==> config.mk <==
export PLATFORM = sky130hd
export DESIGN_NAME = mcpu_core_param
export DESIGN_NICKNAME = d
export VERILOG_FILES = /design/src/rtl/mcpu_core_param.sv
export SDC_FILE = /design/constraint.sdc
export NUM_CORES = 1
export LEC_CHECK = 0
export ABC_AREA = 1
export BUFFER_PORTS_ARGS = -buffer_cell sky130_fd_sc_hd__buf_2
export CELL_PAD_IN_SITES_DETAIL_PLACEMENT = 1
export CELL_PAD_IN_SITES_GLOBAL_PLACEMENT = 1
export CORE_AREA = 2 2 213 215
export DETAILED_ROUTE_END_ITERATION = 16
export DIE_AREA = 0 0 215 217
export MAX_ROUTING_LAYER = met4
export PLACE_DENSITY_LB_ADDON = 0.08
export SYNTH_ARGS = -nofsm -noshare
export SYNTH_HDL_FRONTEND = slang
export SYNTH_SLANG_ARGS = --single-unit
==> constraint.sdc <==
create_clock -name clk -period 2.1 [get_ports clk]
set_input_delay 0.105 -clock clk [delete_from_list [all_inputs] [get_ports clk]]
set_output_delay 0.105 -clock clk [all_outputs]
set_load 0.05 [all_outputs]
==> src/rtl/mcpu_core_param.sv <==
// MCPU MOV core with configurable data/address width, ROM-ready fetch stall and req/ack RAM handshake.
// Optional halt on unconditional 8'h00 is enabled by defining MCPU_HALT_EN.
module mcpu_core_param #(
   parameter int unsigned DATA_W = 32,
   parameter int unsigned ADDR_W = 16
) (
   input  logic              clk,
   input  logic              reset,
   output logic [ADDR_W-1:0] rom_addr,
   input  logic [7:0]        rom_data,
   input  logic              rom_valid,
   output logic [ADDR_W-1:0] ram_addr,
   output logic [DATA_W-1:0] ram_wdata,
   input  logic [DATA_W-1:0] ram_rdata,
   output logic              ram_req,
   output logic              ram_we,
   input  logic              ram_ack,
   output logic [DATA_W-1:0] alu_a,
   output logic [DATA_W-1:0] alu_b,
   output logic [DATA_W-1:0] alu_op,
   input  logic [DATA_W-1:0] alu_d,
   input  logic              alu_f,
   output logic [DATA_W-1:0] i,
   output logic [DATA_W-1:0] j,
   output logic [DATA_W-1:0] k,
   output logic              halted
);

   typedef enum logic [1:0] {RUN, RD_WAIT, WR_WAIT, HALT} state_t;

   // Operand field encodings: codes 3 and 4 differ between source and destination
   localparam logic [2:0] R_PC   = 3'd0;
   localparam logic [2:0] R_ADDR = 3'd1;
   localparam logic [2:0] R_RAM  = 3'd2;
   localparam logic [2:0] R_IMM  = 3'd3;
   localparam logic [2:0] R_ALUA = 3'd3;
   localparam logic [2:0] R_ALU  = 3'd4;
   localparam logic [2:0] R_ALUB = 3'd4;
   localparam logic [2:0] R_I    = 3'd5;
   localparam logic [2:0] R_J    = 3'd6;
   localparam logic [2:0] R_K    = 3'd7;

   state_t            state_q, state_d;
   logic [DATA_W-1:0] pc_q, pc_d;
   logic [DATA_W-1:0] addr_q, addr_d;
   logic [DATA_W-1:0] imm_q, imm_d;
   logic [DATA_W-1:0] alu_a_q, alu_a_d;
   logic [DATA_W-1:0] alu_b_q, alu_b_d;
   logic [DATA_W-1:0] i_q, i_d;
   logic [DATA_W-1:0] j_q, j_d;
   logic [DATA_W-1:0] k_q, k_d;
   logic [DATA_W-1:0] wdata_q, wdata_d;
   logic [2:0]        dst_q, dst_d;
   logic              last_imm_q, last_imm_d;

   logic [DATA_W-1:0] pc_inc;
   logic [DATA_W-1:0] bus;
   logic [2:0]        op_dst, op_src;
   logic              op_exec, halt_op;
   logic              wr_en;
   logic [2:0]        wr_dst;
   logic [DATA_W-1:0] wr_val;

   assign op_dst  = rom_data[5:3];
   assign op_src  = rom_data[2:0];
   assign op_exec = !rom_data[6] || alu_f;
   assign pc_inc  = pc_q + DATA_W'(1);

`ifdef MCPU_HALT_EN
   assign halt_op = (rom_data == 8'h00);
   assign halted  = (state_q == HALT);
`else
   assign halt_op = 1'b0;
   assign halted  = 1'b0;
`endif

   always_comb begin
      bus = '0;
      case (op_src)
         R_PC:    bus = pc_q;
         R_ADDR:  bus = addr_q;
         R_IMM:   bus = imm_q;
         R_ALU:   bus = alu_d;
         R_I:     bus = i_q;
         R_J:     bus = j_q;
         R_K:     bus = k_q;
         default: bus = '0;
      endcase
   end

   always_comb begin
      state_d    = state_q;
      pc_d       = pc_q;
      addr_d     = addr_q;
      imm_d      = imm_q;
      alu_a_d    = alu_a_q;
      alu_b_d    = alu_b_q;
      i_d        = i_q;
      j_d        = j_q;
      k_d        = k_q;
      wdata_d    = wdata_q;
      dst_d      = dst_q;
      last_imm_d = last_imm_q;
      wr_en      = 1'b0;
      wr_dst     = dst_q;
      wr_val     = ram_rdata;

      case (state_q)
         RUN: begin
            if (rom_valid) begin
               if (rom_data[7]) begin
                  imm_d      = last_imm_q ? {imm_q[DATA_W-8:0], rom_data[6:0]}
                                          : DATA_W'(rom_data[6:0]);
                  last_imm_d = 1'b1;
                  pc_d       = pc_inc;
               end else begin
                  last_imm_d = 1'b0;
                  if (halt_op) begin
                     state_d = HALT;
                  end else if (!op_exec) begin
                     pc_d = pc_inc;
                  end else if (op_src == R_RAM) begin
                     dst_d   = op_dst;
                     state_d = RD_WAIT;
                  end else if (op_dst == R_RAM) begin
                     wdata_d = bus;
                     state_d = WR_WAIT;
                  end else begin
                     wr_en  = 1'b1;
                     wr_dst = op_dst;
                     wr_val = bus;
                  end
               end
            end
         end
         RD_WAIT: begin
            if (ram_ack) begin
               // RAM-to-RAM copy chains straight into the write phase
               if (dst_q == R_RAM) begin
                  wdata_d = ram_rdata;
                  state_d = WR_WAIT;
               end else begin
                  wr_en   = 1'b1;
                  state_d = RUN;
               end
            end
         end
         WR_WAIT: begin
            if (ram_ack) begin
               pc_d    = pc_inc;
               state_d = RUN;
            end
         end
         HALT: state_d = HALT;
         default: state_d = RUN;
      endcase

      if (wr_en) begin
         pc_d = pc_inc;
         case (wr_dst)
            R_PC:    pc_d    = wr_val;
            R_ADDR:  addr_d  = wr_val;
            R_ALUA:  alu_a_d = wr_val;
            R_ALUB:  alu_b_d = wr_val;
            R_I:     i_d     = wr_val;
            R_J:     j_d     = wr_val;
            R_K:     k_d     = wr_val;
            default: ;
         endcase
      end
   end

   always_ff @(posedge clk) begin
      if (!reset) begin
         state_q    <= RUN;
         pc_q       <= '0;
         addr_q     <= '0;
         imm_q      <= '0;
         alu_a_q    <= '0;
         alu_b_q    <= '0;
         i_q        <= '0;
         j_q        <= '0;
         k_q        <= '0;
         wdata_q    <= '0;
         dst_q      <= '0;
         last_imm_q <= 1'b0;
      end else begin
         state_q    <= state_d;
         pc_q       <= pc_d;
         addr_q     <= addr_d;
         imm_q      <= imm_d;
         alu_a_q    <= alu_a_d;
         alu_b_q    <= alu_b_d;
         i_q        <= i_d;
         j_q        <= j_d;
         k_q        <= k_d;
         wdata_q    <= wdata_d;
         dst_q      <= dst_d;
         last_imm_q <= last_imm_d;
      end
   end

   assign rom_addr  = pc_q[ADDR_W-1:0];
   assign ram_addr  = addr_q[ADDR_W-1:0];
   assign ram_wdata = wdata_q;
   assign ram_req   = (state_q == RD_WAIT) || (state_q == WR_WAIT);
   assign ram_we    = (state_q == WR_WAIT);
   assign alu_a     = alu_a_q;
   assign alu_b     = alu_b_q;
   assign alu_op    = imm_q;
   assign i         = i_q;
   assign j         = j_q;
   assign k         = k_q;

endmodule
# Yosys cells after proc, flatten, opt, wreduce, memory -nomap -nowiden
# Cells that the tools add are included.
word_totals:
  input_bits: 77
  reg_bits: 294
  out_inout_bits: 259
  wordCells: 111
classes:
  bitwise_logic: 1
  n_eq_ne: 30
  muxes: 47
  reduce_logical: 20
  add_sub_neg: 1
op_table:
  columns: ["operator", "n"]
  rows:
  - ["32-bit two-way mux", 20]
  - ["32-bit one-hot mux with 7 select lines", 1]
  - ["32-bit one-hot mux with 2 select lines", 2]
  - ["32-bit by 1-bit adder with 32-bit output (second input constant)", 1]
  - ["3-bit equality test (second input constant)", 8]
  - ["3-bit two-way mux", 6]
  - ["2-bit two-way mux", 8]
  - ["3-bit by 2-bit equality test with 1-bit output (second input constant)", 5]
  - ["2-bit != test (second input constant)", 7]
  - ["2-bit AND reduction", 7]
  - ["1-bit two-way mux", 8]
  - ["2-bit one-hot mux with 4 select lines", 1]
  - ["8-bit AND reduction", 1]
  - ["3-bit by 1-bit equality test with 1-bit output (second input constant)", 2]
  - ["3-bit zero test", 2]
  - ["3-bit != test (second input constant)", 2]
  - ["6-bit AND reduction", 1]
  - ["5-bit AND reduction", 1]
  - ["2-bit equality test (second input constant)", 2]
  - ["4-bit != test (second input constant)", 1]
  - ["4-bit AND reduction", 1]
  - ["3-bit by 1-bit != test with 1-bit output (second input constant)", 1]
  - ["3-bit AND reduction", 1]
  - ["3-bit nonzero test", 1]
  - ["8 further kinds", 9]

# Logic depth before layout (Yosys ltp)
# Gate-level depths: netlist of run 1.
logic_depth:
  word_depth: 10
  depth_mapped: 18
  ltp_nobuf: 16

# Worst setup path before layout of run 1
# OpenSTA, ideal clock, no wires.
synth_path:
  path_type: "reg2reg"
  start: "register state_q[0]"
  end: "register pc_q[18]"
  slack_ns: -0.051
  path_buffers: 3
  t_required_ns: 1.968
  path_stages_with_launch: 15
  synth_period_minus_slack_ns: 2.151
  setup_time_ns: 0.132
  arrival_ns: 2.019
  path_cell_list: "dfxtp_1 inv_1 ha_1 buf_4 nand2_2 clkinv_4 nand3_4 nor2_4 buf_2 buf_2 or2_2 nand2_1 nand3_1 nand3_1 a21oi_1"
synth_via:
  elab_chain_cells: 5
  word_cells_on_any_way: 15
  cone_classes: "eq/ne (5); mux (6); reduce/logical (4)"
synth_rtl:
  columns: ["element", "line_no", "source"]
  rows:
  - ["start, declared", "43", "state_t state_q, state_d;"]
  - ["start signal, assigned", "188", "state_q <= state_d;"]
  - ["parallel branches: the longest is 5 deep, another holds 4-bit != test", null, null]
  - ["end signal, assigned", "189", "pc_q <= pc_d;"]
  - ["end, declared", "44", "logic [DATA_W-1:0] pc_q, pc_d;"]
# Several ways; the timed one is not identified.
# A chain may end at the register's enable or synchronous reset.

# Worst setup path in the final report of run 1
layout_path:
  start: "register state_q[0]"
  end: "register j_q[23] (netlist: j[23])"
layout_via:
  elab_chain_cells: 4
  word_cells_on_any_way: 7
  cone_classes: "eq/ne (2); mux (3); reduce/logical (2)"
layout_rtl:
  columns: ["element", "line_no", "source"]
  rows:
  - ["2-bit zero test", "108", "case (state_q)"]
  - ["3-bit two-way mux", "108", null]
  - ["3-bit equality test", "160", "case (wr_dst)"]
  - ["2-bit AND reduction (no line)", null, null]
  - ["end signal, assigned", "195", "j_q <= j_d;"]
  - ["end, declared", "50", "logic [DATA_W-1:0] j_q, j_d;"]
# Several ways; a longest one is shown, not always the timed one.

==> results of run 1 <==
layer usage:
metal	wire [µm]	share of wire	up-vias	global-route usage
met2	38200	0.45	716	0.533
met4	2170	0.026	0	0.0913
li1	-	-	8508	-
met1	37000	0.44	9246	0.464
met5	0	0	-	-
met3	6890	0.082	122	0.0734
per-stage QoR:
stage	cell area, µm²	hold WS (ns)
floorplan	15400	0.246
global placement	19200	0.425
detailed placement	19200	0.429
CTS	21400	0.0127
global route	22600	0.0666
finish	22600	0.0277
worst min-delay path, cell delays in order:
cell and delay, ns:
buf_4 0.12, inv_6 0.13, a21oi_1 0.17
sequential cells by signal, summed over array words and instances, names as in the netlist:
name	count
i	32
k	32
addr_q	32
j	32
alu_op	32
ram_wdata	32
state_q	2
dst_q	3
last_imm_q	1
alu_b	32
alu_a	32
pc_q	32
cell type report:
cell class	count	share of cell area
clock buffers	52	0.0485
clock inverters	17	0.0101
inverters	126	0.0217
multi-input cells	1612	0.387
flip-flops and latches	294	0.261
well taps	600	0.0332
repair buffers	673	0.238
path summary, 6_finish.rpt:
kind | endpoint | slack, ns | depth (start not counted)
setup / recovery | j[23] | -0.13 | 15
hold / removal | alu_op[11] | 0.03 | 3
setup reg to reg | j[23] | -0.13 | 15
hold reg to reg | alu_a[23] | 0.47 | 2
cells in the final DEF, fill, tap and decap left out, drive strengths merged:
cell	synthesis	layout
ha	5	5
dfxtp	294	294
o31ai	1	1
clkinv	1	8
or2	24	24
xor2	12	12
conb	1	1
a21oi	261	261
xnor2	5	5
a211oi	47	47
o21a	1	1
nand4	131	131
and2	2	2
nor3	4	4
o21ai	141	141
buf	125	623
o22ai	15	15
inv	125	126
dlygate4sd3	0	37
clkinvlp	0	4
nor2	278	278
nand3b	9	9
nand2	480	481
bufbuf	0	2
clkbuf	70	63
nand3	194	194
bufinv	0	5
Yosys cell counts (all sizes together):
master	count	area [µm²]
a211oi	47	553
a21oi	261	1310
and2	2	12.5
buf	125	737
clkbuf	70	263
clkinv	1	8.76
conb	1	3.75
dfxtp	294	5890
ha	5	62.6
inv	125	472
nand2	480	1850
nand3	194	1000
nand3b	9	67.6
nand4	131	820
nor2	278	1110
nor3	4	35.0
o21a	1	7.51
o21ai	141	713
o22ai	15	93.8
o31ai	1	7.51
or2	24	150
xnor2	5	43.8
xor2	12	105
timing repair:
action / 4_1_cts / 5_1_grt
pin swaps: 13 / 32
setup endpoints to repair: 177 / 224
hold endpoints to repair: 38 / 0
setup buffers: 12 / 26
hold buffers: 37 / 0
resized for setup: 49 / 165
cloned: 8 / 14
where the power goes:
group	switching (mW)	internal (mW)	leakage, nW	total (mW)
Clock	2.79	4.28	0.641	7.06
Combinational	2.74	1.39	7.01	4.13
Sequential	0.243	5.79	2.38	6.03
Total	5.77	11.5	10.0	17.2
cell families (layout without fill, tap and decap cells):
| family | Yosys count | after routing | share of synthesized area |
|---|---|---|---|
| and+or+nand+nor | 1122 | 1123 | 0.330 |
| AOI/OAI and AO/OA | 466 | 466 | 0.175 |
| DFF | 294 | 294 | 0.384 |
| xor gates and xnor gates | 17 | 17 | 0.00972 |
| adders and majority gates | 5 | 5 | 0.00409 |
| buffers and inverters | 321 | 868 | 0.0967 |
| other | 1 | 1 | 0.000245 |
==> qor.yml, run 1 <==
ys_ff_latch: 294
finalNonFillerCells: 3374
hold_path.class: "primary input to flip-flop"
cp.required_ns: 2.60
syn_area_mm2: 0.0153
worst_slew_pin_slew_ns: 0.689
yosys_warnings: 0
chipHeight_um: 217
start_util: 0.343
remaining_drc_errors: 0
fmax_mhz: 449
synth_seq_area_share: 0.384
cp_slowest_cell: "dfxtp_2"
register_area_mm2: 0.00589
grt_max_degree: 131
arrival_ns: 2.73
grt_pass1_vias: 18400
cts_buffers: 38
worstHoldStart: "reset"
grt.total_usage: 0.347
dr.pass1.iters: 6
coreArea_mm2: 0.0447
overflow: 0
leakage_nw: 10.0
clkSinkCount: 294
insertion_delay_ns: 0.57
critPathCaptureType: "flip-flop"
fill_cells: 5682
crit_path_frequent_cell: "buf_12"
drive_above_1_share: 0.340
vias: 18600
syn_nets: 2308
fp-row-count: 78
clkTransAtPathRegs_ns: 0.06
htreeDepth: 2
worstPathCellList: "inv_2 -> ha_4 -> nand2_4 -> clkinv_4 -> nand3_4 -> nor2_4 -> buf_6 -> o21ai_4 -> buf_12 -> nor3_4 -> buf_12 -> buf_12 -> buf_4 -> nand3_4 -> a21oi_2"
startpoint_type: "flip-flop"
pin_count: 336
drv_slew: 0
cp_top_family: "buffers and inverters"
violations: "negative setup slack"
crit_fanout: 8
finalHoldViolations: 0
place.gp.congestion: 0.946
place_ws_ns: -0.180
io_buffers: 334
grt_pass1_wl_mm: 119
crit_buf_inv: 7
die_x_um: 215
setup_viol: 182
worstSetupStartpoint: "state_q[0]"
finalPower_mw: 17.2
synth.distinct_cells: 39
fin_crit_sh: 1.06
skew_ns: 0.0315
hpwl_mm: 58.1
final_core_util: 0.505
totalWireLength_mm: 84.3
postSynthCellCount: 2226
antenna_found_initial: 0
clockBufferDepth: 3
dp_cells: 3212
viasPerCell: 5.51
multiInputGateArea_mm2: 0.00874
cts_tree: "yes"
antenna_left: 0
fin_tns_setup_ns: -10.23
drt_iter0_markers: 1431
relSlewSlack: 0.541
fin_nets: 2827
fin_ws_ns: -0.128
dieArea_mm2: 0.0467
cap_viol_max_count: 0
avgSynthCellArea_um2: 6.88
r2r_start: "state_q[0]"
ctsRootBufferMaster: "clkbuf_16"
crit_type: "flip-flop to flip-flop"
period_needed_ns: 2.23
power.density_mw_per_mm2: 763
cpPeakStageDelay_ns: 0.32
rsz0062_at_grt: "yes"
wire_per_inst_um: 25.0
status: "complete, but fails checks"
diodes: 0
vdd_drop_max_v: 0.000429
area_growth_pct: 47.5
Note: power is estimated with default switching activity, not from simulation.
==> run 2, diff against run 1 <==
--- a/config.mk
+++ b/config.mk
@@ -9,9 +9,9 @@
 export BUFFER_PORTS_ARGS = -buffer_cell sky130_fd_sc_hd__buf_2
 export CELL_PAD_IN_SITES_DETAIL_PLACEMENT = 1
 export CELL_PAD_IN_SITES_GLOBAL_PLACEMENT = 1
-export CORE_AREA = 2 2 213 215
+export CORE_AREA = 2 2 202 204
 export DETAILED_ROUTE_END_ITERATION = 16
-export DIE_AREA = 0 0 215 217
+export DIE_AREA = 0 0 204 206
 export MAX_ROUTING_LAYER = met4
 export PLACE_DENSITY_LB_ADDON = 0.08
 export SYNTH_ARGS = -nofsm -noshare
==> constraint.sdc (replaced) <==
create_clock -name clk -period 2.2 [get_ports clk]
set_input_delay 0.11 -clock clk [delete_from_list [all_inputs] [get_ports clk]]
set_output_delay 0.11 -clock clk [all_outputs]
set_load 0.05 [all_outputs]
==> run 2 against run 1 <==
Compared with the run above:
- the run still ends with negative setup slack left
- utilization is 4.1 points higher
- largest cell class unchanged
- highest routed layer unchanged
- worst setup slack improved by 0.069 ns
- largest power group unchanged
- critical endpoint is now k[26]
- clock skew shrank 0.012 ns
==> qor.yml, run 2 (same netlist as run 1, synthesis figures left out) <==
hold_path.class: "primary input to flip-flop"
multiInputGateArea_mm2: 0.00864  # -1.2%
fill_cells: 5102  # -10%
period_needed_ns: 2.26  # +0.0311 ns
overflow: 0  # unchanged
vias: 18700  # +0.42%
antenna_found_initial: 1  # +1
reg2reg_to: "k[26]"
relSlewSlack: 0.583  # +0.0421
rsz0062_at_grt: "yes"
hpwl_mm: 55.5  # -4.4%
fin_area_mm2: 0.0219  # -2.8%
clkTransAtPathRegs_ns: 0.06  # about the same
cpPeakStageDelay_ns: 0.32  # about the same
worst_slew_pin_slew_ns: 0.626  # -0.0632 ns
fp-row-count: 74  # -5.1%
coreArea_mm2: 0.0402  # -10%
htreeDepth: 2  # unchanged
worstHoldStart: "reset"
final_common_cell: "nand2_1"
violations: "negative setup slack"
arrival_ns: 2.75  # +0.02 ns
pin_count: 336  # unchanged
antenna_left: 0  # unchanged
cp_slowest_cell: "dfxtp_2"
cp.required_ns: 2.69  # +0.09 ns
drive_above_1_share: 0.326  # -0.0143
finalPower_mw: 15.8  # -8.4%
ctsRootBufferMaster: "clkbuf_16"
postPlaceCellArea_mm2: 0.0188  # -2.2%
chipHeight_um: 206  # -5.1%
critPathCaptureType: "flip-flop"
fin_nets: 2791  # -1.3%
fin_crit_sh: 1.03  # -0.0341
skew_ns: 0.0198  # -0.0117 ns
r2r_slack_ns: -0.06  # +0.07 ns
place.gp.congestion: 0.984  # +3.9%
cts_tree: "yes"
crit_type: "flip-flop to flip-flop"
power.density_mw_per_mm2: 719  # -5.8%
layout_common_cells: "434 x nand2_1, 332 x buf_2, 292 x dfxtp_1, 266 x nor2_1, 221 x a21oi_1"
dieArea_mm2: 0.0420  # -9.9%
fin_ws_ns: -0.0590  # +0.0689 ns
grt_pass1_vias: 18100  # -1.6%
start_util: 0.381  # +0.0385
grt_pass1_wl_mm: 116  # -2.5%
die_x_um: 204  # -5.1%
crit_fanout: 8  # unchanged
register_area_mm2: 0.00589  # about the same
clockBufferDepth: 3  # unchanged
grt_max_degree: 131  # unchanged
viasPerCell: 5.72  # +3.8%
status: "complete, but fails checks"
drv_slew: 0  # unchanged
worstRegToRegCells: 15  # unchanged
holdPathEnd: "k[3]"
r2r_start: "state_q[0]"
wire_per_inst_um: 25.2  # +1.1%
vdd_drop_max_v: 0.000483  # +13%
fmax_mhz: 443  # -1.4%
setup_viol: 56  # -69%
totalWireLength_mm: 82.4  # -2.2%
leakage_nw: 9.75  # -2.8%
cap_viol_max_count: 0  # unchanged
grt.total_usage: 0.379  # +0.0318
dr.pass1.iters: 5  # -1
hold_depth: 3  # unchanged
remaining_drc_errors: 0  # unchanged
io_buffers: 334  # unchanged
area_growth_pct: 43.3
worstPathCellList: "inv_2 -> ha_4 -> nand2_4 -> clkinv_4 -> nand3_4 -> nor2_4 -> o21ai_2 -> buf_4 -> buf_6 -> buf_12 -> nor3_4 -> buf_4 -> clkbuf_16 -> o21ai_0 -> nor2_1"
clkSinkCount: 294  # unchanged
crit_path_frequent_cell: "buf_4"
place_ws_ns: -0.113  # +0.0672 ns
finalHoldViolations: 0  # unchanged
insertion_delay_ns: 0.57  # about the same
diodes: 0  # unchanged
drt_iter0_markers: 1640  # +15%
cts_buffers: 37  # -2.6%
startpoint_type: "flip-flop"
[run 2: metrics by stage]
step | hold WS, ns | util | instances | setup TNS [ns]
after floorplan | 0.251 | - | 2226 | 0
after global routing | 0.0324 | 0.546 | 3265 | -12.71
after CTS | 0.00545 | 0.520 | 3234 | 0
after detailed placement | 0.421 | 0.468 | 3112 | -5.73
final | 0.0109 | 0.546 | 3265 | -1.46
after global placement | 0.413 | 0.468 | 3112 | -0.539
[run 2: worst max-delay path, delay by kind of cell (launching register included)]
family	cells	cell delay, ns
buf+inv	7	0.85
simple gates	5	0.69
flops	1	0.32
compound gates	2	0.15
fa+ha+maj	1	0.15
[run 2: worst max-delay path by stage]
stage / to / startpoint / slack, ns / cells after the start
6_report: k[26] / state_q[0] / -0.06 / 15
5_1_grt: k[28] / state_q[0] / -0.16 / 15
4_1_cts: alu_b[16] / state_q[1] / 0.009 / 16
3_5_place_dp: alu_b[12] / rom_data[2] / -0.11 / 11
3_3_place_gp: alu_b[12] / rom_data[2] / -0.05 / 11
2_1_floorplan: pc_q[18] / state_q[0] / 0.05 / 14
[run 2: power by group]
group | internal, mW | switching (mW)
sequential | 5.53 | 0.239
clock | 3.53 | 2.60
combinational | 1.26 | 2.62
total | 10.3 | 5.46
[run 2: cell type report]
class / instances / area share
repair buffers: 638 / 0.232
multi-input cells: 1612 / 0.394
clock buffers: 53 / 0.0491
clock inverters: 10 / 0.00405
flip-flops and latches: 294 / 0.268
well taps: 532 / 0.0303
inverters: 126 / 0.0225
[run 2: metal layers]
layer / vias to the layer above / GRT usage / part of all wire
met3: 146 / 0.0508 / 0.074
met5: - / - / 0
li1: 8442 / - / -
met1: 9250 / 0.517 / 0.44
met2: 832 / 0.579 / 0.46
met4: 0 / 0.125 / 0.036
[run 2: what timing repair did]
| action | in CTS | in global routing |
|---|---|---|
| endpoints found under the setup margin | 156 | 221 |
| pin swaps | 13 | 41 |
| gates resized for setup | 40 | 173 |
| hold endpoints to repair | 51 | 0 |
| buffers inserted | 12 | 19 |
| gates cloned | 10 | 14 |
| hold buffers | 37 | 0 |
==> run 3, diff against run 2 <==
==> config.mk (replaced) <==
export PLATFORM = sky130hd
export DESIGN_NAME = mcpu_core_param
export DESIGN_NICKNAME = d
export VERILOG_FILES = /design/src/rtl/mcpu_core_param.sv
export SDC_FILE = /design/constraint.sdc
export NUM_CORES = 1
export LEC_CHECK = 0
export BUFFER_PORTS_ARGS = -buffer_cell sky130_fd_sc_hd__buf_2
export CELL_PAD_IN_SITES_DETAIL_PLACEMENT = 2
export CELL_PAD_IN_SITES_GLOBAL_PLACEMENT = 2
export CORE_AREA = 2 2 223 225
export DETAILED_ROUTE_END_ITERATION = 16
export DIE_AREA = 0 0 225 227
export MAX_ROUTING_LAYER = met4
export PLACE_DENSITY_LB_ADDON = 0.08
export SYNTH_ARGS = -nofsm -noshare
export SYNTH_HDL_FRONTEND = slang
export SYNTH_SLANG_ARGS = --single-unit
==> run 3 against run 2 <==
Compared with the run above:
- the flow still finishes with violations (negative setup slack)
- design area increased by 10%
- routed wire length increased by 33%
- critical endpoint is now i[13]
- synthesized cell count decreased by 17%
- utilization decreased by 4.9 points
- cell count decreased by 4.6%
- sequential power decreased by 0.9%
- via count increased by 4.9%
- combinational power increased by 43%
- worst setup slack got worse by 0.42 ns
==> qor.yml, run 3 <==
yosysMostFrequentCell: "dfxtp_1"
worst_slew_pin_slew_ns: 0.761  # +0.135 ns
postSynthCellCount: 1851  # -17%
drv_slew: 0  # unchanged
ctsRootBufferMaster: "clkbuf_16"
rsz0062_at_grt: "yes"
hpwl_mm: 65.6  # +18%
place_ws_ns: -0.432  # -0.319 ns
clkTransAtPathRegs_ns: 0.06  # about the same
coreArea_mm2: 0.0485  # +21%
htreeDepth: 2  # unchanged
power.density_mw_per_mm2: 736  # +2.4%
synth.distinct_cells: 85  # +120%
yosysTopAreaCellShare: 0.395  # +0.0105
status: "complete, but fails checks"
vias: 19600  # +4.9%
worstRegToRegCells: 13  # -2
chipHeight_um: 227  # +10%
antenna_left: 0  # unchanged
overflow: 0  # unchanged
drt_iter0_markers: 2032  # +24%
place.gp.congestion: 0.935  # -4.9%
totalWireLength_mm: 109  # +33%
grt_pass1_wl_mm: 136  # +18%
startpoint_type: "flip-flop"
register_area_mm2: 0.00590  # +0.21%
start_util: 0.307  # -0.0740
dominantRegCellSynth: "dfxtp_1"
synth_area_leaders: "dfxtp_1 39%, a21oi_1 9.7%, o21ai_0 5.8%, nand3_1 5.8%, mux2i_1 4.8%"
multiInputGateArea_mm2: 0.00944  # +9.2%
skew_ns: 0.0175  # -0.00229 ns
fmax_mhz: 374  # -16%
postPlaceCellArea_mm2: 0.0197  # +4.9%
grt_max_degree: 92  # -30%
layout_common_cells: "332 x buf_2, 286 x dfxtp_1, 266 x buf_4, 208 x a21oi_1, 141 x nand2_1"
crit_type: "flip-flop to flip-flop"
dr.pass1.iters: 6  # +1
remaining_drc_errors: 0  # unchanged
worstHoldStart: "ram_rdata[19]"
area_growth_pct: 62.1
holdPathEnd: "ram_wdata[19]"
synth_edf_count: 0  # unchanged
r2r_start: "state_q[0]"
hold_path.class: "primary input to flip-flop"
hold_depth: 4  # +1
yosys_warnings: 0  # unchanged
crit_fanout: 22  # +14
drive_above_1_share: 0.457  # +0.131
cts_buffers: 38  # +2.7%
r2r_slack_ns: -0.48  # -0.42 ns
fin_nets: 2546  # -8.8%
critPathCaptureType: "flip-flop"
fin_tns_setup_ns: -63.32  # -61.86 ns
synth_seq_area_share: 0.395  # +0.0105
setup_viol: 238  # +330%
fill_cells: 5048  # -1.1%
leakage_nw: 9.84  # +0.95%
avgSynthCellArea_um2: 8.05  # +17%
syn_area_mm2: 0.0149  # -2.7%
final_common_cell: "buf_2"
synth_area_leader_cell: "dfxtp_1"
arrival_ns: 3.17  # +0.42 ns
ys_ff_latch: 294  # unchanged
period_needed_ns: 2.68  # +0.417 ns
fin_ws_ns: -0.476  # -0.417 ns
fin_area_mm2: 0.0242  # +10%
wire_per_inst_um: 35.1  # +39%
cap_viol_max_count: 0  # unchanged
finalHoldViolations: 0  # unchanged
viasPerCell: 6.29  # +10%
fp-row-count: 81  # +9.5%
clockBufferDepth: 3  # unchanged
cts_tree: "yes"
vdd_drop_max_v: 0.000508  # +5.1%
insertion_delay_ns: 0.59  # +0.02 ns
dieArea_mm2: 0.0511  # +22%
die_x_um: 225  # +10%
synth_common_cells: "294 x dfxtp_1, 290 x a21oi_1, 173 x o21ai_0"
grt_pass1_vias: 19200  # +6.5%
syn_nets: 1933  # -16%
postSynth.asyncResetShare: 0  # unchanged
violations: "negative setup slack"
clkSinkCount: 294  # unchanged
reg2reg_to: "i[13]"
io_buffers: 334  # unchanged
relSlewSlack: 0.487  # -0.0956
pin_count: 336  # unchanged
antenna_found_initial: 3  # +2
cp.required_ns: 2.69  # about the same
grt.total_usage: 0.374  # -0.00517
fin_crit_sh: 1.22  # +0.190
-- run 3: how the worst max path moves through the flow --
stage,startpoint,to,slack (ns),cells past startpoint
after detailed placement,state_q[1],alu_a[19],-0.43,11
after global placement,state_q[1],alu_a[25],-0.39,12
after global routing,state_q[0],i[13],-0.48,13
final,state_q[0],i[13],-0.48,13
after CTS,state_q[0],pc_q[7],-0.16,10
after floorplan,state_q[1],j[21],-0.06,10
-- run 3: cell families (layout without fill, tap and decap cells) --
kind of cell,count (synthesis),in the layout,share of synthesized area
AOI/OAI and AO/OA,695,695,0.279
and+or+nand+nor,535,535,0.183
DFF,294,294,0.395
buffers and inverters,219,860,0.0677
muxes,102,102,0.0710
adders and majority gates,5,5,0.00420
other,1,3,0.000252
-- run 3: area by class of cell --
| type | instances | share of cell area |
|---|---|---|
| inverters | 12 | 0.00218 |
| repair buffers | 780 | 0.279 |
| diodes | 2 | 0.000207 |
| clock buffers | 53 | 0.0446 |
| multi-input cells | 1338 | 0.391 |
| clock inverters | 15 | 0.00637 |
| well taps | 622 | 0.0322 |
| flip-flops and latches | 294 | 0.244 |
-- run 3: layer usage --
layer,vias to the layer above,part of all wire,GRT usage
met5,-,0,-
met4,0,0.055,0.132
met3,370,0.086,0.0565
met2,1182,0.45,0.587
met1,10000,0.41,0.489
li1,8019,-,-
-- run 3: stage by stage --
step                      std cells  total power, mW   util  hold WS, ns
after floorplan                1851             7.98      -        0.246
after global placement         2932             9.99  0.406        0.381
after detailed placement       2932             10.1  0.406        0.382
after CTS                      3068             16.9  0.462      0.00462
after global routing           3116             18.1  0.498       0.0440
final                          3116             17.8  0.498       0.0153
-- run 3: what timing repair did --
action / CTS / global route
buffers inserted: 27 / 31
endpoints found under the setup margin: 253 / 248
pin swaps: 36 / 57
cloned: 11 / 20
hold buffers: 30 / 0
resized for setup: 172 / 258
endpoints found under the hold margin: 30 / 0
-- run 3: report_power, final --
part | internal [mW] | switching, mW
combinational | 2.07 | 3.48
clock | 3.68 | 2.83
sequential | 5.52 | 0.193
total | 11.3 | 6.51
-- run 3: worst max-delay path, stage by stage, from the launching register on --
cell and delay [ns]:
dfxtp_2 0.33, inv_2 0.08, ha_4 0.16, nand2_4 0.08, nor4_4 0.23, buf_6 0.24, buf_6 0.16, a21oi_4 0.10
buf_12 0.19, o22ai_4 0.21, buf_12 0.17, buf_12 0.16, o21ai_0 0.17, a21oi_1 0.27
